--- src/rtl/wb_interconnect_1xn_reg_if.sv ---
// Wishbone B4 bus bundle for the 1xN registered interconnect.
// One master port plus N broadcast/gated slave ports.
interface wb_interconnect_1xn_reg_if #(
  parameter int WB_ADDR_WIDTH = 32,
  parameter int WB_DATA_WIDTH = 32,
  parameter int N_SLAVES      = 8
);
  localparam int SW = WB_DATA_WIDTH / 8;

  logic [WB_ADDR_WIDTH-1:0] m_ADR;
  logic [2:0]               m_CTI;
  logic [1:0]               m_BTE;
  logic [WB_DATA_WIDTH-1:0] m_DAT_W;
  logic [SW-1:0]            m_SEL;
  logic                     m_CYC;
  logic                     m_STB;
  logic                     m_WE;
  logic [WB_DATA_WIDTH-1:0] m_DAT_R;
  logic                     m_ACK;
  logic                     m_ERR;

  logic [N_SLAVES-1:0][WB_ADDR_WIDTH-1:0] s_ADR;
  logic [N_SLAVES-1:0][2:0]               s_CTI;
  logic [N_SLAVES-1:0][1:0]               s_BTE;
  logic [N_SLAVES-1:0][WB_DATA_WIDTH-1:0] s_DAT_W;
  logic [N_SLAVES-1:0][SW-1:0]            s_SEL;
  logic [N_SLAVES-1:0]                    s_CYC;
  logic [N_SLAVES-1:0]                    s_STB;
  logic [N_SLAVES-1:0]                    s_WE;
  logic [N_SLAVES-1:0][WB_DATA_WIDTH-1:0] s_DAT_R;
  logic [N_SLAVES-1:0]                    s_ACK;
  logic [N_SLAVES-1:0]                    s_ERR;

  modport ic (
    input  m_ADR, m_CTI, m_BTE, m_DAT_W, m_SEL,
    input  m_CYC, m_STB, m_WE,
    output m_DAT_R, m_ACK, m_ERR,
    output s_ADR, s_CTI, s_BTE, s_DAT_W, s_SEL,
    output s_CYC, s_STB, s_WE,
    input  s_DAT_R, s_ACK, s_ERR
  );

  modport master (
    output m_ADR, m_CTI, m_BTE, m_DAT_W, m_SEL,
    output m_CYC, m_STB, m_WE,
    input  m_DAT_R, m_ACK, m_ERR
  );

  modport slave (
    input  s_ADR, s_CTI, s_BTE, s_DAT_W, s_SEL,
    input  s_CYC, s_STB, s_WE,
    output s_DAT_R, s_ACK, s_ERR
  );
endinterface

--- src/rtl/wb_interconnect_1xn_reg.sv ---
// 1xN Wishbone B4 interconnect: registered decode, burst hold,
// default error responder and response watchdog.
module wb_interconnect_1xn_reg #(
  parameter int WB_ADDR_WIDTH  = 32,
  parameter int WB_DATA_WIDTH  = 32,
  parameter int N_SLAVES       = 8,
  parameter logic [2*N_SLAVES*WB_ADDR_WIDTH-1:0] ADDR_RANGES = '0,
  parameter int TIMEOUT_CYCLES = 255
) (
  input  logic clk,
  input  logic rstn,
  wb_interconnect_1xn_reg_if.ic bus,
  output logic unmapped_o,
  output logic timeout_o
);
  localparam int AW = WB_ADDR_WIDTH;
  localparam int IW = (N_SLAVES > 1) ? $clog2(N_SLAVES) : 1;
  localparam int WW = (TIMEOUT_CYCLES > 0) ?
                      $clog2(TIMEOUT_CYCLES + 1) : 1;
  localparam logic [WW-1:0] WD_LAST =
    WW'((TIMEOUT_CYCLES > 0) ? TIMEOUT_CYCLES - 1 : 0);

  typedef enum logic [1:0] {IDLE, ACCESS, ERR_RESP} state_t;

  state_t        state, state_n;
  logic [IW-1:0] sel_idx, sel_n, hit_idx;
  logic [WW-1:0] wdog, wdog_n;
  logic          unm_q, unm_n;
  logic          hit, resp, burst, wd_fire;

  // Range word k counts from the MS end: base_i = 2i, limit_i = 2i+1.
  function automatic logic [AW-1:0] rng(input int k);
    return ADDR_RANGES[(2*N_SLAVES-1-k)*AW +: AW];
  endfunction

  // Descending scan so the lowest matching index wins.
  always_comb begin
    hit     = 1'b0;
    hit_idx = '0;
    for (int i = N_SLAVES - 1; i >= 0; i--) begin
      if (bus.m_ADR >= rng(2*i) && bus.m_ADR <= rng(2*i+1)) begin
        hit     = 1'b1;
        hit_idx = IW'(i);
      end
    end
  end

  assign resp  = bus.s_ACK[sel_idx] | bus.s_ERR[sel_idx];
  assign burst = (bus.m_CTI == 3'b001) || (bus.m_CTI == 3'b010);
  assign wd_fire = (TIMEOUT_CYCLES != 0) && bus.m_STB &&
                   !resp && (wdog == WD_LAST);

  always_ff @(posedge clk) begin
    if (!rstn) begin
      state   <= IDLE;
      sel_idx <= '0;
      wdog    <= '0;
      unm_q   <= 1'b0;
    end else begin
      state   <= state_n;
      sel_idx <= sel_n;
      wdog    <= wdog_n;
      unm_q   <= unm_n;
    end
  end

  always_comb begin
    state_n = state;
    sel_n   = sel_idx;
    unm_n   = unm_q;
    wdog_n  = '0;
    unique case (state)
      IDLE: begin
        if (bus.m_CYC && bus.m_STB) begin
          if (hit) begin
            sel_n   = hit_idx;
            state_n = ACCESS;
          end else begin
            unm_n   = 1'b1;
            state_n = ERR_RESP;
          end
        end
      end
      ACCESS: begin
        if (!bus.m_CYC) begin
          state_n = IDLE;
        end else if (resp) begin
          if (!burst) state_n = IDLE;
        end else if (wd_fire) begin
          unm_n   = 1'b0;
          state_n = ERR_RESP;
        end else begin
          wdog_n = wdog;
          if (bus.m_STB && wdog != '1) wdog_n = wdog + 1'b1;
        end
      end
      ERR_RESP: state_n = IDLE;
      default:  state_n = IDLE;
    endcase
  end

  always_comb begin
    for (int i = 0; i < N_SLAVES; i++) begin
      bus.s_ADR[i]   = bus.m_ADR;
      bus.s_CTI[i]   = bus.m_CTI;
      bus.s_BTE[i]   = bus.m_BTE;
      bus.s_DAT_W[i] = bus.m_DAT_W;
      bus.s_SEL[i]   = bus.m_SEL;
    end
  end

  always_comb begin
    bus.s_CYC   = '0;
    bus.s_STB   = '0;
    bus.s_WE    = '0;
    bus.m_ACK   = 1'b0;
    bus.m_ERR   = 1'b0;
    bus.m_DAT_R = '0;
    if (state == ACCESS) begin
      bus.s_CYC[sel_idx] = bus.m_CYC;
      bus.s_STB[sel_idx] = bus.m_STB;
      bus.s_WE[sel_idx]  = bus.m_WE;
      bus.m_ACK          = bus.s_ACK[sel_idx];
      bus.m_ERR          = bus.s_ERR[sel_idx];
      bus.m_DAT_R        = bus.s_DAT_R[sel_idx];
    end else if (state == ERR_RESP) begin
      bus.m_ERR = 1'b1;
    end
  end

  assign unmapped_o = (state == ERR_RESP) && unm_q;
  assign timeout_o  = (state == ERR_RESP) && !unm_q;
endmodule

--- src/flat_wrapper.sv ---
// flat-port wrapper written by rule: the top's interface ports become plain ports
module wb_interconnect_1xn_reg_flat 
#(
  parameter int WB_ADDR_WIDTH  = 32,
  parameter int WB_DATA_WIDTH  = 32,
  parameter int N_SLAVES       = 8,
  parameter logic [2*N_SLAVES*WB_ADDR_WIDTH-1:0] ADDR_RANGES = '0,
  parameter int TIMEOUT_CYCLES = 255
)
  (clk, rstn, unmapped_o, timeout_o, bus_m_ADR, bus_m_CTI, bus_m_BTE, bus_m_DAT_W, bus_m_SEL, bus_m_CYC, bus_m_STB, bus_m_WE, bus_m_DAT_R, bus_m_ACK, bus_m_ERR, bus_s_ADR, bus_s_CTI, bus_s_BTE, bus_s_DAT_W, bus_s_SEL, bus_s_CYC, bus_s_STB, bus_s_WE, bus_s_DAT_R, bus_s_ACK, bus_s_ERR);
  wb_interconnect_1xn_reg_if #(.WB_ADDR_WIDTH(WB_ADDR_WIDTH), .WB_DATA_WIDTH(WB_DATA_WIDTH), .N_SLAVES(N_SLAVES)) bus_i ();
  input  logic clk;
  input  logic rstn;
  output logic unmapped_o;
  output logic timeout_o;
  input wire logic [$bits(bus_i.m_ADR)-1:0] bus_m_ADR;
  input wire logic [$bits(bus_i.m_CTI)-1:0] bus_m_CTI;
  input wire logic [$bits(bus_i.m_BTE)-1:0] bus_m_BTE;
  input wire logic [$bits(bus_i.m_DAT_W)-1:0] bus_m_DAT_W;
  input wire logic [$bits(bus_i.m_SEL)-1:0] bus_m_SEL;
  input wire logic [$bits(bus_i.m_CYC)-1:0] bus_m_CYC;
  input wire logic [$bits(bus_i.m_STB)-1:0] bus_m_STB;
  input wire logic [$bits(bus_i.m_WE)-1:0] bus_m_WE;
  output wire logic [$bits(bus_i.m_DAT_R)-1:0] bus_m_DAT_R;
  output wire logic [$bits(bus_i.m_ACK)-1:0] bus_m_ACK;
  output wire logic [$bits(bus_i.m_ERR)-1:0] bus_m_ERR;
  output wire logic [$bits(bus_i.s_ADR)-1:0] bus_s_ADR;
  output wire logic [$bits(bus_i.s_CTI)-1:0] bus_s_CTI;
  output wire logic [$bits(bus_i.s_BTE)-1:0] bus_s_BTE;
  output wire logic [$bits(bus_i.s_DAT_W)-1:0] bus_s_DAT_W;
  output wire logic [$bits(bus_i.s_SEL)-1:0] bus_s_SEL;
  output wire logic [$bits(bus_i.s_CYC)-1:0] bus_s_CYC;
  output wire logic [$bits(bus_i.s_STB)-1:0] bus_s_STB;
  output wire logic [$bits(bus_i.s_WE)-1:0] bus_s_WE;
  input wire logic [$bits(bus_i.s_DAT_R)-1:0] bus_s_DAT_R;
  input wire logic [$bits(bus_i.s_ACK)-1:0] bus_s_ACK;
  input wire logic [$bits(bus_i.s_ERR)-1:0] bus_s_ERR;
  assign bus_i.m_ADR = bus_m_ADR;
  assign bus_i.m_CTI = bus_m_CTI;
  assign bus_i.m_BTE = bus_m_BTE;
  assign bus_i.m_DAT_W = bus_m_DAT_W;
  assign bus_i.m_SEL = bus_m_SEL;
  assign bus_i.m_CYC = bus_m_CYC;
  assign bus_i.m_STB = bus_m_STB;
  assign bus_i.m_WE = bus_m_WE;
  assign bus_m_DAT_R = bus_i.m_DAT_R;
  assign bus_m_ACK = bus_i.m_ACK;
  assign bus_m_ERR = bus_i.m_ERR;
  assign bus_s_ADR = bus_i.s_ADR;
  assign bus_s_CTI = bus_i.s_CTI;
  assign bus_s_BTE = bus_i.s_BTE;
  assign bus_s_DAT_W = bus_i.s_DAT_W;
  assign bus_s_SEL = bus_i.s_SEL;
  assign bus_s_CYC = bus_i.s_CYC;
  assign bus_s_STB = bus_i.s_STB;
  assign bus_s_WE = bus_i.s_WE;
  assign bus_i.s_DAT_R = bus_s_DAT_R;
  assign bus_i.s_ACK = bus_s_ACK;
  assign bus_i.s_ERR = bus_s_ERR;
  wb_interconnect_1xn_reg #(.WB_ADDR_WIDTH(WB_ADDR_WIDTH), .WB_DATA_WIDTH(WB_DATA_WIDTH), .N_SLAVES(N_SLAVES), .ADDR_RANGES(ADDR_RANGES), .TIMEOUT_CYCLES(TIMEOUT_CYCLES)) u_core (.clk(clk), .rstn(rstn), .bus(bus_i), .unmapped_o(unmapped_o), .timeout_o(timeout_o));
endmodule
--- config.mk ---
export PLATFORM = sky130hd
export DESIGN_NAME = wb_interconnect_1xn_reg_flat
export DESIGN_NICKNAME = d
export VERILOG_FILES = /design/src/rtl/wb_interconnect_1xn_reg_if.sv /design/src/rtl/wb_interconnect_1xn_reg.sv /design/src/flat_wrapper.sv
export SDC_FILE = /design/constraint.sdc
export NUM_CORES = 1
export LEC_CHECK = 0
export ABC_CLOCK_PERIOD_IN_PS = 1500
export BUFFER_PORTS_ARGS = -buffer_cell sky130_fd_sc_hd__buf_2
export CORE_AREA = 5 5 389 391
export DETAILED_ROUTE_END_ITERATION = 6
export DIE_AREA = 0 0 394 396
export HOLD_SLACK_MARGIN = 0.02
export PLACE_DENSITY = 0.3
export SETUP_SLACK_MARGIN = 0.2
export SKIP_CTS_REPAIR_TIMING = 1
export SLEW_MARGIN = 5
export SYNTH_ARGS = -nofsm -noshare
export SYNTH_HDL_FRONTEND = slang
export SYNTH_SLANG_ARGS = --single-unit
--- constraint.sdc ---
create_clock -name clk -period 1.5 [get_ports clk]
set_input_delay 0.075 -clock clk [delete_from_list [all_inputs] [get_ports clk]]
set_output_delay 0.075 -clock clk [all_outputs]
set_load 0.05 [all_outputs]
=== Word level (Yosys, flattened, before mapping) ===
Cells that the tools add are included.

* Register bits after elaboration: 11
* Input port bits: 350
* Output and inout port bits: 644
* Logic and storage cells: 59

* Add/subtract/negate cells: 1
* Order comparisons: 2
* Equality and inequality tests: 13
* Muxes and demuxes: 21
* Bitwise operators: 4
* Reduce and logical (&&, ||, !) cells: 15

{| class="wikitable"
|+ Operators by type and width
! operator !! count
|-
| $ge 32x1->1 const B || 1
|-
| $le 32x1->1 const B || 1
|-
| $mux 32 || 1
|-
| $mux 1 || 12
|-
| $mux 2 || 6
|-
| $add 8x1->8 const B || 1
|-
| $eq 8x8->1 const B || 1
|-
| $ne 8x8->1 const B || 1
|-
| $logic_and 1x1->1 || 7
|-
| $ne 2x2->1 const B || 3
|-
| $reduce_and 6->1 || 1
|-
| $reduce_or 5->1 || 1
|-
| $ne 2x1->1 const B || 2
|-
| $ne 4x2->1 const B || 1
|-
| $ne 4x4->1 const B || 1
|-
| $pmux 2 s2 || 1
|-
| $eq 3x1->1 const B || 1
|-
| $eq 3x2->1 const B || 1
|-
| $not 1->1 || 3
|-
| $reduce_and 3->1 || 1
|-
| $eq 2x1->1 const B || 1
|-
| $eq 2x2->1 const B || 1
|-
| $logic_not 1->1 || 2
|-
| $logic_not 2->1 || 1
|-
| other kinds (4) || 4
|}

=== Longest topological paths before layout ===
* Depth in word-level cells: 8
* Mapped depth: 5
* Mapped depth without buffers: 5

=== Least setup slack after synthesis ===
Ideal clock, no wire load.

* Path kind: register to output
* Start point: register u_core.state[0]
* End point: output port bus_m_ERR
* Arrival time: 1.560 ns
* Required time: 1.425 ns
* Setup slack: -0.135 ns
* Stages on the path, launching flop included: 6
* Buffers on the path: 2
* Path through: dfxtp_1 > nor2b_1 > clkbuf_1 > clkbuf_1 > nand2_1 > o21ai_0

* Word-level cells in the longest chain between the ends: 3
* Elaborated cells on any way between the ends: 4
* Those cells by class: 2 x eq/ne; 2 x mux

{| class="wikitable"
|+ RTL lines
! what !! RTL line !! RTL
|-
| start, declared || wb_interconnect_1xn_reg.sv:25 || <nowiki>state_t state, state_n;</nowiki>
|-
| start signal, assigned || wb_interconnect_1xn_reg.sv:60 || <nowiki>state <= state_n;</nowiki>
|-
| $eq 2x2->1 || wb_interconnect_1xn_reg.sv:126 || <nowiki>end else if (state == ERR_RESP) begin</nowiki>
|-
| $mux 1 || wb_interconnect_1xn_reg.sv:126 ||
|-
| $mux 1 (*) || wb_interconnect_1xn_reg.sv:119 || <nowiki>if (state == ACCESS) begin</nowiki>
|-
| end, declared || flat_wrapper.sv:26 || <nowiki>output wire logic [$bits(bus_i.m_ERR)-1:0] bus_m_ERR;</nowiki>
|}

Every way passes the cells marked *; elsewhere a longest branch is shown, timed or not.

=== Worst setup path in the final report ===
* Start point: register u_core.state[0]
* End point: register u_core.state[1]

* Word-level cells in the longest chain between the ends: 3
* Elaborated cells on any way between the ends: 7
* Those cells by class: 4 x eq/ne; 1 x mux; 2 x reduce/logical

{| class="wikitable"
|+ RTL lines
! what !! RTL line !! RTL
|-
| $eq 2x1->1 / $logic_not 2->1 (equally long branches) || wb_interconnect_1xn_reg.sv:72 || <nowiki>unique case (state)</nowiki>
|-
| $ne 4x4->1 (no source line), or another cell as far along || n/a ||
|-
| $reduce_and 3->1 (no source line) || n/a ||
|}

Several ways; a longest one is shown, not always the timed one.
A chain may end at the register's enable or synchronous reset.

==> run summary <==
Status: complete, but fails checks
Failing checks: negative setup slack
DRC: 0
Place WS: -0.0361 ns
Top cells by area, synth: buf_4 (83%), and2_1 (4.2%), dfxtp_1 (4.0%), xnor2_1 (1.1%), nor4_1 (0.91%)
GRT overflow: 0
Post-synth EDFFs: 0
Post-synth top area share: 82.6%
Worst Slack Setup Final: -0.00156 ns
CTS tree: built
PD cells: 481 nW/µm²
Reg2reg start: u_core.state[0]$_SDFFE_PN0P_
Iteration count of the initial detailed-routing pass: 4
Core Util, Final: 4.38%
CTS Root Cell: clkbuf_16
CP Data Arrival Time: 1.64 ns
Worst Path Required: 1.64 ns
WS Path Type: register to register
Crit path capture type: register
FFs w/ async S/R, synth: 0%
Drt wl/cell: 9.31 µm
Post-synthesis instance area: 5500 µm²
Largest family of logic cells by synthesized area: buffers and inverters
Die height: 396 µm
Yosys warns: 0
Count leader, synth: buf_4
Fillers: 17500
GP Congestion: 0.802
Mean Syn Cell Area: 7.53 µm²
Synthesized instance count: 730
Leakage: 2.39 nW
CP max FO: 4
PnR Total Power: 3.10 mW
Core Box Area: 147000 µm²
Synth Area in Simple Gates: 8.40%
Layout cell share with drive strength beyond 1: 87.0%
Proportion of synthesized area in mux cells: 0%
Distinct cell type count after synthesis: 31
XOR/XNOR Fraction of Synth Area: 1.27%
Clk slew on worst S/H paths: 0.04 ns
# Max-Cap Violations: 0
Classification of the worst-slack hold path: input port to register
Worst R2R Setup Slack: -0.002 ns
RSZ-0062 raised after global routing: true
Die area: 156000 µm²
Initial antenna violation count: 9
Clk_skew: 0.00332 ns
Peak VDD IR: 400 µV
CP startpoint kind: register
Sequential cell area: 228 µm²
Hold Startpoint: rstn
DR vias/cell: 1.29
Vias in the first global route: 3135
Fin. max-slew vios: 0
Post-placement cell count: 2504
Iter 0 DRT Violations: 124
Global-route usage over all layers: 2.65%
Synth Area in Compound Gates: 2.46%
Fin. Hold Viols: 0
Area leader, netlist: buf_4
Hold WS: 0.103 ns
First-pass GRT wire length: 28100 µm
Placement Rows: 141
Drt total wl: 23400 µm
# setup viols final: 2
Die span in x: 394 µm
CP Launch Point: u_core.state[0]$_SDFFE_PN0P_
Buffers on Ports: 392
Final nets: 936
Largest net degree at the start of global routing: 37
Setup TNS: -0.00288 ns
Area Overhead vs Synth: 17.3%
Post-route clock period utilization: 100%
CTS H-tree depth: 1
Multi-input logic area: 960 µm²
Clock buffer depth: 2
CTS buffer count: 3
Synth Flop Type: dfxtp_1
Post-synthesis sequential area ratio: 4.01%
IO Count: 994
DP Area: 5880 µm²
Fmax: 666 MHz
Most instantiated cells after synthesis: buf_4 (605), and2_1 (37), nor2_1 (12)
Adder-cell share of the synthesized area: 0.455%
Yosys reg bits: 11
Antenna viol nets, final: 0
Post-route minimum period: 1.50 ns
Post-route cell area: 6450 µm²
Worst skew pair latency: 0.24 ns
Hpwl dp: 20800 µm
Clock Sinks: 11
Vias post-DR: 3238
Post-Layout Cell Count: 2514
Initial Util: 3.74%
flip-flops by register name (all words and copies together) (netlist names):
| signal | flops |
|---|---|
| u_core.state | 2 |
| u_core.wdog | 8 |
| u_core.unm_q | 1 |
worst max-delay path, cell delays in order (launching register included):
cell and delay [ns]:
dfxtp_2 0.31, nor2b_4 0.12, buf_12 0.13, buf_6 0.11
and3_4 0.16, buf_6 0.11, a32o_2 0.25, a211oi_1 0.21
power breakdown:
group          internal [mW]  total [mW]  switching (mW)
logic                  0.400        2.32            1.92
clock network          0.357       0.488           0.131
registers              0.297       0.299         0.00260
logic make-up (layout without fill, tap and decap cells):
kind of cell | count (synthesis) | in the layout
buf+inv | 615 | 448
compound gates | 14 | 14
other cells | 1 | 22
simple gates | 79 | 79
xor+xnor | 8 | 8
flops | 11 | 11
fa+ha+maj | 2 | 2
layout make-up:
| class | count | area share, % |
|---|---|---|
| Sequential cell | 11 | 3.53 |
| Tap cell | 1930 | 37.4 |
| Timing Repair Buffer | 439 | 42.6 |
| Multi-Input combinational cell | 124 | 14.9 |
| Inverter | 5 | 0.291 |
| Antenna cell | 1 | 0.0388 |
| Clock buffer | 4 | 1.22 |
worst paths after layout:
path / to / depth (start not counted)
max reg2reg: u_core.state[1]$_SDFFE_PN0P_ / 7
min: u_core.state[1]$_SDFFE_PN0P_ / 3
max: u_core.state[1]$_SDFFE_PN0P_ / 7
min reg2reg: u_core.unm_q$_SDFFE_PN0P_ / 2
cells in the final DEF, fill, tap and decap left out, types with 5 or more instances in the layout:
cell and instances:
nor4_1 8, dfxtp_2 6, nor2_1 5, buf_12 8, dfxtp_1 5, nor2_2 5
nand3_1 5, conb_1 21, inv_1 5, and2_4 31, xnor2_1 5, buf_2 353
buf_4 45, buf_8 27
routing by layer:
layer	track usage [%]	vias to the layer above	wire, µm	part of all wire, %
li1	-	1337	-	-
met1	2.11	1345	6130	26
met2	4.32	499	10800	46
met3	2.93	53	5720	24
met4	0.738	4	685	2.9
met5	0	-	27	0.12
Power figures use the tool's default switching activity.
